===== config.mk =====
export PLATFORM = sky130hd
export DESIGN_NAME = mem_arbiter_flat
export DESIGN_NICKNAME = d
export VERILOG_FILES = /design/src/rtl/mem_pkg.sv /design/src/rtl/mem_arbiter_if.sv /design/src/rtl/mem_arbiter_rr_arb2.sv /design/src/rtl/mem_arbiter.sv /design/src/flat_wrapper.sv
export SDC_FILE = /design/constraint.sdc
export NUM_CORES = 1
export LEC_CHECK = 0
export ABC_AREA = 1
export CAP_MARGIN = 20
export CORE_UTILIZATION = 50
export DETAILED_ROUTE_END_ITERATION = 8
export GPL_TIMING_DRIVEN = 0
export PLACE_DENSITY = 0.95
export SLEW_MARGIN = 25
export SYNTH_ARGS = -nofsm -noshare
export SYNTH_HDL_FRONTEND = slang
export SYNTH_SLANG_ARGS = --single-unit

===== constraint.sdc =====
create_clock -name clk -period 7.33 [get_ports clk]
set_clock_uncertainty 0.2 [all_clocks]
set_input_delay 0.733 -clock clk [delete_from_list [all_inputs] [get_ports clk]]
set_output_delay 0.733 -clock clk [all_outputs]
set_load 0.02 [all_outputs]

===== src/rtl/mem_pkg.sv =====
// Shared address-field widths, defaults and FSM state encoding for mem_arbiter.
// Pure declarations: no latency, no flow control.
// Consumers import mem_pkg::* and override defaults through parameters.
package mem_pkg;

    localparam int TAG_W         = 3;
    localparam int INDEX_W       = 10;
    localparam int OFFSET_W      = 2;
    localparam int ADDR_W        = TAG_W + INDEX_W + OFFSET_W;
    localparam int DATA_W        = 32;
    localparam int REFILL_CYCLES = 2;
    localparam int MAX_RETRY     = 3;
    localparam int CNT_W         = 16;

    typedef enum logic [2:0] {
        IDLE   = 3'd0,
        ISSUE  = 3'd1,
        CHECK  = 3'd2,
        REFILL = 3'd3,
        RESP   = 3'd4
    } state_e;

endpackage


===== src/rtl/mem_arbiter_if.sv =====
// Requester, memory and statistics signals of mem_arbiter in one bundle.
// slave = arbiter side; master = requesters plus memory model.
// Requests are held until ack; the memory answers through hit/miss flags.
interface mem_arbiter_if #(
    parameter int ADDR_W = 15,
    parameter int DATA_W = 32,
    parameter int CNT_W  = 16
);

    logic              req0;
    logic [ADDR_W-1:0] addr0;
    logic              req1;
    logic [ADDR_W-1:0] addr1;
    logic              ack0;
    logic              ack1;
    logic [DATA_W-1:0] rdata;
    logic              err;
    logic [ADDR_W-1:0] mem_address;
    logic [DATA_W-1:0] mem_dataout;
    logic              mem_hit;
    logic              mem_miss;
    logic              busy;
    logic [CNT_W-1:0]  hit_count;
    logic [CNT_W-1:0]  miss_count;

    modport slave (
        input  req0, addr0, req1, addr1,
        input  mem_dataout, mem_hit, mem_miss,
        output ack0, ack1, rdata, err, mem_address,
        output busy, hit_count, miss_count
    );

    modport master (
        output req0, addr0, req1, addr1,
        output mem_dataout, mem_hit, mem_miss,
        input  ack0, ack1, rdata, err, mem_address,
        input  busy, hit_count, miss_count
    );

endinterface


===== src/rtl/mem_arbiter_rr_arb2.sv =====
// Two-way round-robin grant; the last served requester loses a tie.
// Latency: grant is combinational from req; last_grant updates on upd_vld_i.
// No backpressure: the caller decides when a grant is taken.
module rr_arb2 (
    input  logic clk,
    input  logic rst,
    input  logic req0_i,
    input  logic req1_i,
    input  logic upd_vld_i,
    input  logic upd_id_i,
    output logic gnt_vld_o,
    output logic gnt_id_o
);

    logic last_q;
    logic last_d;

    always_comb begin
        last_d = last_q;
        if (upd_vld_i) begin
            last_d = upd_id_i;
        end
    end

    // Reset value 1 gives requester 0 the first tie.
    always_ff @(posedge clk or posedge rst) begin
        if (rst) begin
            last_q <= 1'b1;
        end else begin
            last_q <= last_d;
        end
    end

    always_comb begin
        gnt_vld_o = req0_i | req1_i;
        if (req0_i && req1_i) begin
            gnt_id_o = ~last_q;
        end else begin
            gnt_id_o = req1_i;
        end
    end

endmodule


===== src/rtl/mem_arbiter.sv =====
// Round-robin arbiter sequencing one cached read per grant with refill retries.
// Latency: hit acks 3 cycles after the granting IDLE cycle; +REFILL_CYCLES+2 per miss.
// Requests hold until ack; new requests wait for IDLE, no preemption.
module mem_arbiter
    import mem_pkg::*;
#(
    parameter int ADDR_W        = mem_pkg::ADDR_W,
    parameter int DATA_W        = mem_pkg::DATA_W,
    parameter int REFILL_CYCLES = mem_pkg::REFILL_CYCLES,
    parameter int MAX_RETRY     = mem_pkg::MAX_RETRY,
    parameter int CNT_W         = mem_pkg::CNT_W
) (
    input  logic          clk,
    input  logic          rst,
    mem_arbiter_if.slave  bus
);

    localparam int RETRY_W = $clog2(MAX_RETRY + 2);
    localparam int WAIT_W  = (REFILL_CYCLES < 2) ? 1 : $clog2(REFILL_CYCLES + 1);
    localparam logic [RETRY_W-1:0] RETRY_LIM = RETRY_W'(MAX_RETRY);
    localparam logic [WAIT_W-1:0]  WAIT_LOAD = WAIT_W'(REFILL_CYCLES);

    state_e             state_q, state_d;
    logic               owner_q, owner_d;
    logic [ADDR_W-1:0]  addr_q,  addr_d;
    logic [RETRY_W-1:0] retry_q, retry_d;
    logic [WAIT_W-1:0]  wait_q,  wait_d;
    logic [DATA_W-1:0]  rdata_q, rdata_d;
    logic               err_q,   err_d;
    logic [CNT_W-1:0]   hit_q,   hit_d;
    logic [CNT_W-1:0]   miss_q,  miss_d;

    logic               gnt_vld;
    logic               gnt_id;
    logic               resp_vld;
    logic [RETRY_W-1:0] retry_inc;

    assign resp_vld  = (state_q == RESP);
    assign retry_inc = retry_q + RETRY_W'(1);

    rr_arb2 u_rr_arb2 (
        .clk       (clk),
        .rst       (rst),
        .req0_i    (bus.req0),
        .req1_i    (bus.req1),
        .upd_vld_i (resp_vld),
        .upd_id_i  (owner_q),
        .gnt_vld_o (gnt_vld),
        .gnt_id_o  (gnt_id)
    );

    always_comb begin
        state_d = state_q;
        owner_d = owner_q;
        addr_d  = addr_q;
        retry_d = retry_q;
        wait_d  = wait_q;
        rdata_d = rdata_q;
        err_d   = err_q;
        hit_d   = hit_q;
        miss_d  = miss_q;

        case (state_q)
            IDLE: begin
                if (gnt_vld) begin
                    owner_d = gnt_id;
                    addr_d  = gnt_id ? bus.addr1 : bus.addr0;
                    retry_d = '0;
                    state_d = ISSUE;
                end
            end

            ISSUE: begin
                state_d = CHECK;
            end

            CHECK: begin
                // Hit takes precedence when the memory raises both flags.
                if (bus.mem_hit) begin
                    rdata_d = bus.mem_dataout;
                    err_d   = 1'b0;
                    if ((retry_q == '0) && (hit_q != '1)) begin
                        hit_d = hit_q + CNT_W'(1);
                    end
                    state_d = RESP;
                end else if (bus.mem_miss) begin
                    if (miss_q != '1) begin
                        miss_d = miss_q + CNT_W'(1);
                    end
                    retry_d = retry_inc;
                    if (retry_inc > RETRY_LIM) begin
                        rdata_d = '0;
                        err_d   = 1'b1;
                        state_d = RESP;
                    end else if (REFILL_CYCLES == 0) begin
                        state_d = ISSUE;
                    end else begin
                        wait_d  = WAIT_LOAD;
                        state_d = REFILL;
                    end
                end
            end

            REFILL: begin
                // Stays exactly REFILL_CYCLES cycles; address is left untouched.
                wait_d = wait_q - WAIT_W'(1);
                if (wait_q <= WAIT_W'(1)) begin
                    state_d = ISSUE;
                end
            end

            RESP: begin
                state_d = IDLE;
            end

            default: begin
                state_d = IDLE;
            end
        endcase
    end

    always_ff @(posedge clk or posedge rst) begin
        if (rst) begin
            state_q <= IDLE;
            owner_q <= 1'b0;
            addr_q  <= '0;
            retry_q <= '0;
            wait_q  <= '0;
            rdata_q <= '0;
            err_q   <= 1'b0;
            hit_q   <= '0;
            miss_q  <= '0;
        end else begin
            state_q <= state_d;
            owner_q <= owner_d;
            addr_q  <= addr_d;
            retry_q <= retry_d;
            wait_q  <= wait_d;
            rdata_q <= rdata_d;
            err_q   <= err_d;
            hit_q   <= hit_d;
            miss_q  <= miss_d;
        end
    end

    assign bus.ack0        = resp_vld && !owner_q;
    assign bus.ack1        = resp_vld &&  owner_q;
    assign bus.rdata       = rdata_q;
    assign bus.err         = err_q;
    assign bus.mem_address = addr_q;
    assign bus.busy        = (state_q != IDLE);
    assign bus.hit_count   = hit_q;
    assign bus.miss_count  = miss_q;

endmodule


===== src/flat_wrapper.sv =====
// flat-port wrapper written by rule: the top's interface ports become plain ports
module mem_arbiter_flat import mem_pkg::*;
#(
    parameter int ADDR_W        = mem_pkg::ADDR_W,
    parameter int DATA_W        = mem_pkg::DATA_W,
    parameter int REFILL_CYCLES = mem_pkg::REFILL_CYCLES,
    parameter int MAX_RETRY     = mem_pkg::MAX_RETRY,
    parameter int CNT_W         = mem_pkg::CNT_W
)
  (clk, rst, bus_req0, bus_addr0, bus_req1, bus_addr1, bus_mem_dataout, bus_mem_hit, bus_mem_miss, bus_ack0, bus_ack1, bus_rdata, bus_err, bus_mem_address, bus_busy, bus_hit_count, bus_miss_count);
  mem_arbiter_if #(.ADDR_W(ADDR_W), .DATA_W(DATA_W), .CNT_W(CNT_W)) bus_i ();
  input  logic clk;
  input  logic rst;
  input wire logic [$bits(bus_i.req0)-1:0] bus_req0;
  input wire logic [$bits(bus_i.addr0)-1:0] bus_addr0;
  input wire logic [$bits(bus_i.req1)-1:0] bus_req1;
  input wire logic [$bits(bus_i.addr1)-1:0] bus_addr1;
  input wire logic [$bits(bus_i.mem_dataout)-1:0] bus_mem_dataout;
  input wire logic [$bits(bus_i.mem_hit)-1:0] bus_mem_hit;
  input wire logic [$bits(bus_i.mem_miss)-1:0] bus_mem_miss;
  output wire logic [$bits(bus_i.ack0)-1:0] bus_ack0;
  output wire logic [$bits(bus_i.ack1)-1:0] bus_ack1;
  output wire logic [$bits(bus_i.rdata)-1:0] bus_rdata;
  output wire logic [$bits(bus_i.err)-1:0] bus_err;
  output wire logic [$bits(bus_i.mem_address)-1:0] bus_mem_address;
  output wire logic [$bits(bus_i.busy)-1:0] bus_busy;
  output wire logic [$bits(bus_i.hit_count)-1:0] bus_hit_count;
  output wire logic [$bits(bus_i.miss_count)-1:0] bus_miss_count;
  assign bus_i.req0 = bus_req0;
  assign bus_i.addr0 = bus_addr0;
  assign bus_i.req1 = bus_req1;
  assign bus_i.addr1 = bus_addr1;
  assign bus_i.mem_dataout = bus_mem_dataout;
  assign bus_i.mem_hit = bus_mem_hit;
  assign bus_i.mem_miss = bus_mem_miss;
  assign bus_ack0 = bus_i.ack0;
  assign bus_ack1 = bus_i.ack1;
  assign bus_rdata = bus_i.rdata;
  assign bus_err = bus_i.err;
  assign bus_mem_address = bus_i.mem_address;
  assign bus_busy = bus_i.busy;
  assign bus_hit_count = bus_i.hit_count;
  assign bus_miss_count = bus_i.miss_count;
  mem_arbiter #(.ADDR_W(ADDR_W), .DATA_W(DATA_W), .REFILL_CYCLES(REFILL_CYCLES), .MAX_RETRY(MAX_RETRY), .CNT_W(CNT_W)) u_core (.clk(clk), .rst(rst), .bus(bus_i));
endmodule

==> results of run 1 <==
-- cells in the mapped netlist, types with 6 or more instances --
cell type and count:
nand2_1 286, dfrtp_1 89, nor2_1 59, inv_1 53
o21ai_0 29, nand3_1 15, o22ai_1 15, xnor2_1 11
nand4_1 9, buf_2 7, ha_1 6, xor2_1 6
-- cell type report --
type | count | area, um2 | share of cell area
Timing Repair Buffer | 151 | 1530 | 0.235
Multi-Input combinational cell | 453 | 2040 | 0.314
Tap cell | 108 | 135 | 0.0208
Sequential cell | 90 | 2250 | 0.346
Clock inverter | 6 | 90.1 | 0.0138
Clock buffer | 10 | 128 | 0.0196
Buffer | 16 | 110 | 0.0169
Inverter | 57 | 219 | 0.0337
-- power by group through the flow --
stage | logic (mW) | clock network (mW) | registers [mW]
4_1_cts | 1.01 | 0.382 | 0.782
5_1_grt | 1.10 | 0.405 | 0.803
3_3_place_gp | 0.966 | 0 | 0.775
3_5_place_dp | 1.01 | 0 | 0.789
6_report | 1.01 | 0.374 | 0.783
2_1_floorplan | 0.388 | 0 | 0.947
-- logic make-up after synthesis --
kind of cell | count (synthesis) | synth area share
simple gates | 379 | 0.330
flops | 90 | 0.488
buf+inv | 73 | 0.0702
compound gates | 51 | 0.0631
xor+xnor | 17 | 0.0322
fa+ha+maj | 6 | 0.0163
-- worst max-delay path, stage by stage, from the launching register on --
cell and delay, ns:
dfrtp_1 0.47, nor2_1 0.18, nand2_1 0.13, nor2_1 0.11, clkdlybuf4s50_1 0.61
-- per-stage QoR --
step,power (mW),util,hold slack (ns),instance area (um2)
6_report,2.16,0.735,0.276,6500
5_1_grt,2.30,0.735,0.304,6500
4_1_cts,2.18,0.735,0.279,6500
3_5_place_dp,1.80,0.711,0.257,6290
3_3_place_gp,1.74,0.707,0.253,6250
2_1_floorplan,1.33,-,0.266,4620
-- registers in the layout (all words and copies together) (netlist names) --
signal	count
u_core.state_q	3
u_core.retry_q	3
u_core.bus.mem_address	15
u_core.u_rr_arb2.last_q	1
u_core.owner_q	1
u_core.wait_q	2
u_core.bus.miss_count	16
u_core.bus.rdata	32
u_core.bus.err	1
u_core.bus.hit_count	16
-- routing by layer --
layer	track usage	wire length, um	vias to the layer above
met5	0	0	-
met4	0.0781	113	0
met3	0.0537	867	13
met2	0.457	6050	168
met1	0.329	4880	2070
li1	-	-	2227
-- worst paths after layout --
check,start,endpoint,slack [ns]
max,u_core.state_q[0],bus_ack0,4.53
min,u_core.bus.rdata[20],u_core.bus.rdata[20],0.28
max reg2reg,u_core.bus.miss_count[0],u_core.bus.miss_count[12],5.34
min reg2reg,u_core.bus.rdata[20],u_core.bus.rdata[20],0.28
max in group asynchronous,rst,u_core.u_rr_arb2.last_q,5.85
min in group asynchronous,rst,u_core.bus.hit_count[13],0.47
==> impl_metrics.json, run 1 <==
{
  "htreeDepth": 3,
  "p_sw_uw": 859,
  "fin_crit_sh": 0.381,
  "die_y_um": 98.1,
  "maxSlewHeadroom": 0.658,
  "fin_tns_setup_ns": 0,
  "detailroute.via_count": 4478,
  "drt_wl_total_um": 11900,
  "p_per_area_nw_per_um2": 332,
  "final_cell_mix": "nand2_1, clkdlybuf4s50_1, dfrtp_1",
  "hold_violations": 0,
  "ant_nets": 0,
  "vdd_drop_max_uv": 203,
  "grt_max_degree": 74,
  "p_leak_nw": 3.10,
  "grt-ovfl-total": 0,
  "cts_setup_buffers": 0,
  "wl_per_cell_um": 13.4,
  "dpl.hpwl_um": 8840,
  "yosysTopAreaCellShare": 0.482,
  "row_count": 34,
  "ys_seq_elements": 90,
  "violations": "design-rule violations",
  "antenna_found_initial": 0,
  "start_kind": "flop",
  "nets": 852,
  "fill_cells": 659,
  "synthCells": 616,
  "grt_pass1_vias": 4466,
  "cts_resized": 0,
  "areaGrowthSynthToFinish_pct": 40.9,
  "die_x_um": 98.1,
  "drive_above_1_share": 0.0613,
  "hold_buffers": 0,
  "setup-violations-final": 0,
  "grt_pass1_wl_um": 20500,
  "dr.pass1.iters": 9,
  "synth.avg_cell_area_um2": 7.50,
  "worst-path-max-fanout": 6,
  "end_kind": "output pin",
  "switching_share": 0.397,
  "rsz0062_at_grt": "false",
  "synth_top_area_cell": "dfrtp_1",
  "critPathArrivalTime_ns": 1.86,
  "path_class": "reg2out",
  "yosys_warnings": 0,
  "synthArstFlopShare": 1.00,
  "cts_buffer_depth": 2,
  "status": "finished, violations left",
  "clock_power_share": 0.173,
  "dpl_worst_slack_ns": 4.65,
  "cts_tree": "built",
  "final_cell_count_no_fill": 891,
  "drv_slew": 0,
  "max_freq_mhz": 358,
  "final_common_cell": "nand2_1",
  "power_frac_seq": 0.362,
  "dr.first_iter.drc_count": 253,
  "min_path_type": "reg2reg",
  "diodes": 0,
  "place_inst": 875,
  "synthFlopType": "dfrtp_1",
  "worstHoldPathCells": 2,
  "root_buffer": "clkbuf_8",
  "vias_per_cell": 5.03,
  "synth_edf_count": 0,
  "synthDistinctLibCells": 27,
  "drcViolationCount": 9,
  "clock-sinks": 90,
  "reg2reg_depth": 8,
  "syn_area_um2": 4620,
  "clock_latency_ns": 0.36,
  "cp_data_required_time_ns": 6.40,
  "clkSlewWorstSetupHoldPaths_ns": 0.09,
  "ys_seq_area_frac": 0.488,
  "die_area_um2": 9620,
  "cts_buffers": 9,
  "worst_slack_ns": 4.53,
  "worst-slew-pin-transition_ns": 0.512,
  "p_int_mw": 1.30,
  "syn_nets": 690,
  "core_region_area_um2": 8850,
  "gp_congestion": 0.922,
  "io_buffers": 150,
  "drv_cap": 0,
  "grt_util_all_layers": 0.262,
  "period_needed_ns": 2.80,
  "p_comb_frac": 0.465,
  "ys_top_cells_by_area": "dfrtp_1, nand2_1, nor2_1",
  "start_util": 0.522,
  "ioPinCount": 151
}
No activity file was read; power rests on OpenSTA's default activity.
==> inputs of run 2 (changes only) <==
--- a/config.mk
+++ b/config.mk
@@ -7,10 +7,10 @@
 export LEC_CHECK = 0
 export ABC_AREA = 1
 export CAP_MARGIN = 20
-export CORE_UTILIZATION = 50
+export CORE_UTILIZATION = 46
 export DETAILED_ROUTE_END_ITERATION = 8
 export GPL_TIMING_DRIVEN = 0
-export PLACE_DENSITY = 0.95
+export PLACE_DENSITY = 0.92
 export SLEW_MARGIN = 25
 export SYNTH_ARGS = -nofsm -noshare
 export SYNTH_HDL_FRONTEND = slang
==> constraint.sdc (replaced) <==
create_clock -name clk -period 2.9 [get_ports clk]
set_clock_uncertainty 0.2 [all_clocks]
set_input_delay 0.29 -clock clk [delete_from_list [all_inputs] [get_ports clk]]
set_output_delay 0.29 -clock clk [all_outputs]
set_load 0.02 [all_outputs]
==> impl_metrics.json, run 2 (synthesized netlist as in run 1, its figures left out) <==
{
  "status": "finished, final reports clean",
  "drive_above_1_share": 0.0626,
  "nets": 852,
  "die_area_um2": 10400,
  "grt_pass1_vias": 4234,
  "hold_violations": 0,
  "grt_util_all_layers": 0.228,
  "critical_path_buf_inv_count": 1,
  "place_inst": 900,
  "wl_per_cell_um": 12.4,
  "grt-ovfl-total": 0,
  "drv_cap": 0,
  "setup-violations-final": 0,
  "power_frac_seq": 0.371,
  "drv_slew": 0,
  "die_x_um": 102,
  "worst-slew-pin-transition_ns": 0.561,
  "p_per_area_nw_per_um2": 813,
  "dr.pass1.iters": 6,
  "root_buffer": "clkbuf_8",
  "largest_reg_flops": 32,
  "final_cell_count_no_fill": 916,
  "gp_congestion": 0.858,
  "end_kind": "output pin",
  "clkSlewWorstSetupHoldPaths_ns": 0.10,
  "finalPower_mw": 5.29,
  "drt_wl_total_um": 11300,
  "htreeDepth": 3,
  "vias_per_cell": 4.80,
  "start_util": 0.475,
  "critPathArrivalTime_ns": 1.83,
  "slowest_stage": "clkdlybuf4s50_1",
  "diodes": 0,
  "cts_setup_buffers": 0,
  "fin_tns_setup_ns": 0,
  "die_y_um": 102,
  "p_comb_frac": 0.475,
  "dpl.hpwl_um": 8580,
  "clock_latency_ns": 0.35,
  "dpl_worst_slack_ns": 0.572,
  "start_kind": "flop",
  "cp_data_required_time_ns": 2.41,
  "areaGrowthSynthToFinish_pct": 40.9,
  "grt_max_degree": 50,
  "min_path_type": "in2async",
  "final_cell_mix": "nand2_1, clkdlybuf4s50_1, dfrtp_1",
  "max_freq_mhz": 430,
  "cts_buffer_depth": 2,
  "timing.critical_path.mode_cell": "nor2_1",
  "row_count": 36,
  "p_sw_mw": 2.14,
  "dr.first_iter.drc_count": 139,
  "ioPinCount": 151,
  "worst_slack_ns": 0.577,
  "p_int_mw": 3.15,
  "grt_use_met1": 0.279,
  "p_leak_nw": 3.09,
  "period_needed_ns": 2.32,
  "critPathTopFamily": "buffers and inverters",
  "grt_pass1_wl_um": 18800,
  "detailroute.via_count": 4393,
  "met2_usage": 0.392,
  "maxSlewHeadroom": 0.626,
  "drcViolationCount": 0,
  "cts_tree": "built",
  "core_region_area_um2": 9730,
  "worst_path_largest_cell_delay_ns": 0.62,
  "cts_buffers": 9,
  "antenna_found_initial": 0,
  "clock-sinks": 90,
  "grt_util_met3": 0.0575,
  "vdd_drop_max_uv": 499,
  "final_common_cell": "nand2_1",
  "cts_resized": 0,
  "top_usage_layer": "met2",
  "ant_nets": 0,
  "hold_buffers": 0,
  "worst-path-max-fanout": 6,
  "switching_share": 0.404,
  "path_class": "reg2out",
  "clock_power_share": 0.154,
  "cp_cell_sequence": "nor2_1 -> nand2_1 -> nor2_1 -> clkdlybuf4s50_1",
  "fin_crit_sh": 0.801,
  "io_buffers": 150,
  "whs_ns": 0.112,
  "rsz0062_at_grt": "false"
}
-- run 2: worst paths after layout --
kind / start / endpoint / slack, ns / depth (start not counted)
hold reg to reg: u_core.bus.rdata[20] / u_core.bus.rdata[20] / 0.28 / 2
setup / recovery: u_core.state_q[0] / bus_ack0 / 0.58 / 4
setup reg to reg: u_core.bus.hit_count[1] / u_core.bus.hit_count[1] / 0.91 / 8
min in group clk: bus_mem_dataout[20] / u_core.bus.rdata[20] / 0.27 / 3
max in group asynchronous: rst / u_core.u_rr_arb2.last_q / 1.76 / 3
hold / removal: rst / u_core.bus.hit_count[9] / 0.11 / 2
-- run 2: final cells by class --
class,count,area [um2]
plain buffers,16,110
clock buffers,10,138
clock inverters,6,50.0
fillers,804,3220
inverters,57,219
multi-input cells,453,2040
flip-flops and latches,90,2250
well taps,133,166
repair buffers,151,1530
-- run 2: worst reg2reg max path: stages, from the launching register on --
cell and delay, ns:
dfrtp_1 0.43, ha_1 0.30, nand3_1 0.17, nor2_1 0.14, nand3_1 0.11, nand2_2 0.18
buf_2 0.26, nand2_1 0.08, nand2_1 0.07
-- run 2: power groups by stage --
stage | registers (mW) | clock network [mW] | logic, mW
after floorplan | 2.39 | 0 | 0.980
after global placement | 1.96 | 0 | 2.46
after detailed placement | 1.98 | 0 | 2.54
after CTS | 1.96 | 0.850 | 2.54
after global routing | 2.02 | 0.892 | 2.79
final | 1.96 | 0.815 | 2.51
-- run 2: metrics by stage --
stage / utilization / cell area, um2
3_5_place_dp: 0.649 / 6320
2_1_floorplan: - / 4620
6_report: 0.669 / 6510
5_1_grt: 0.669 / 6510
4_1_cts: 0.669 / 6510
3_3_place_gp: 0.646 / 6290
-- run 2: routing by layer --
layer / vias to the layer above / share of wire
li1: 2230 / -
met1: 2014 / 0.43
met2: 137 / 0.49
met3: 12 / 0.067
met4: 0 / 0.013
met5: - / 0
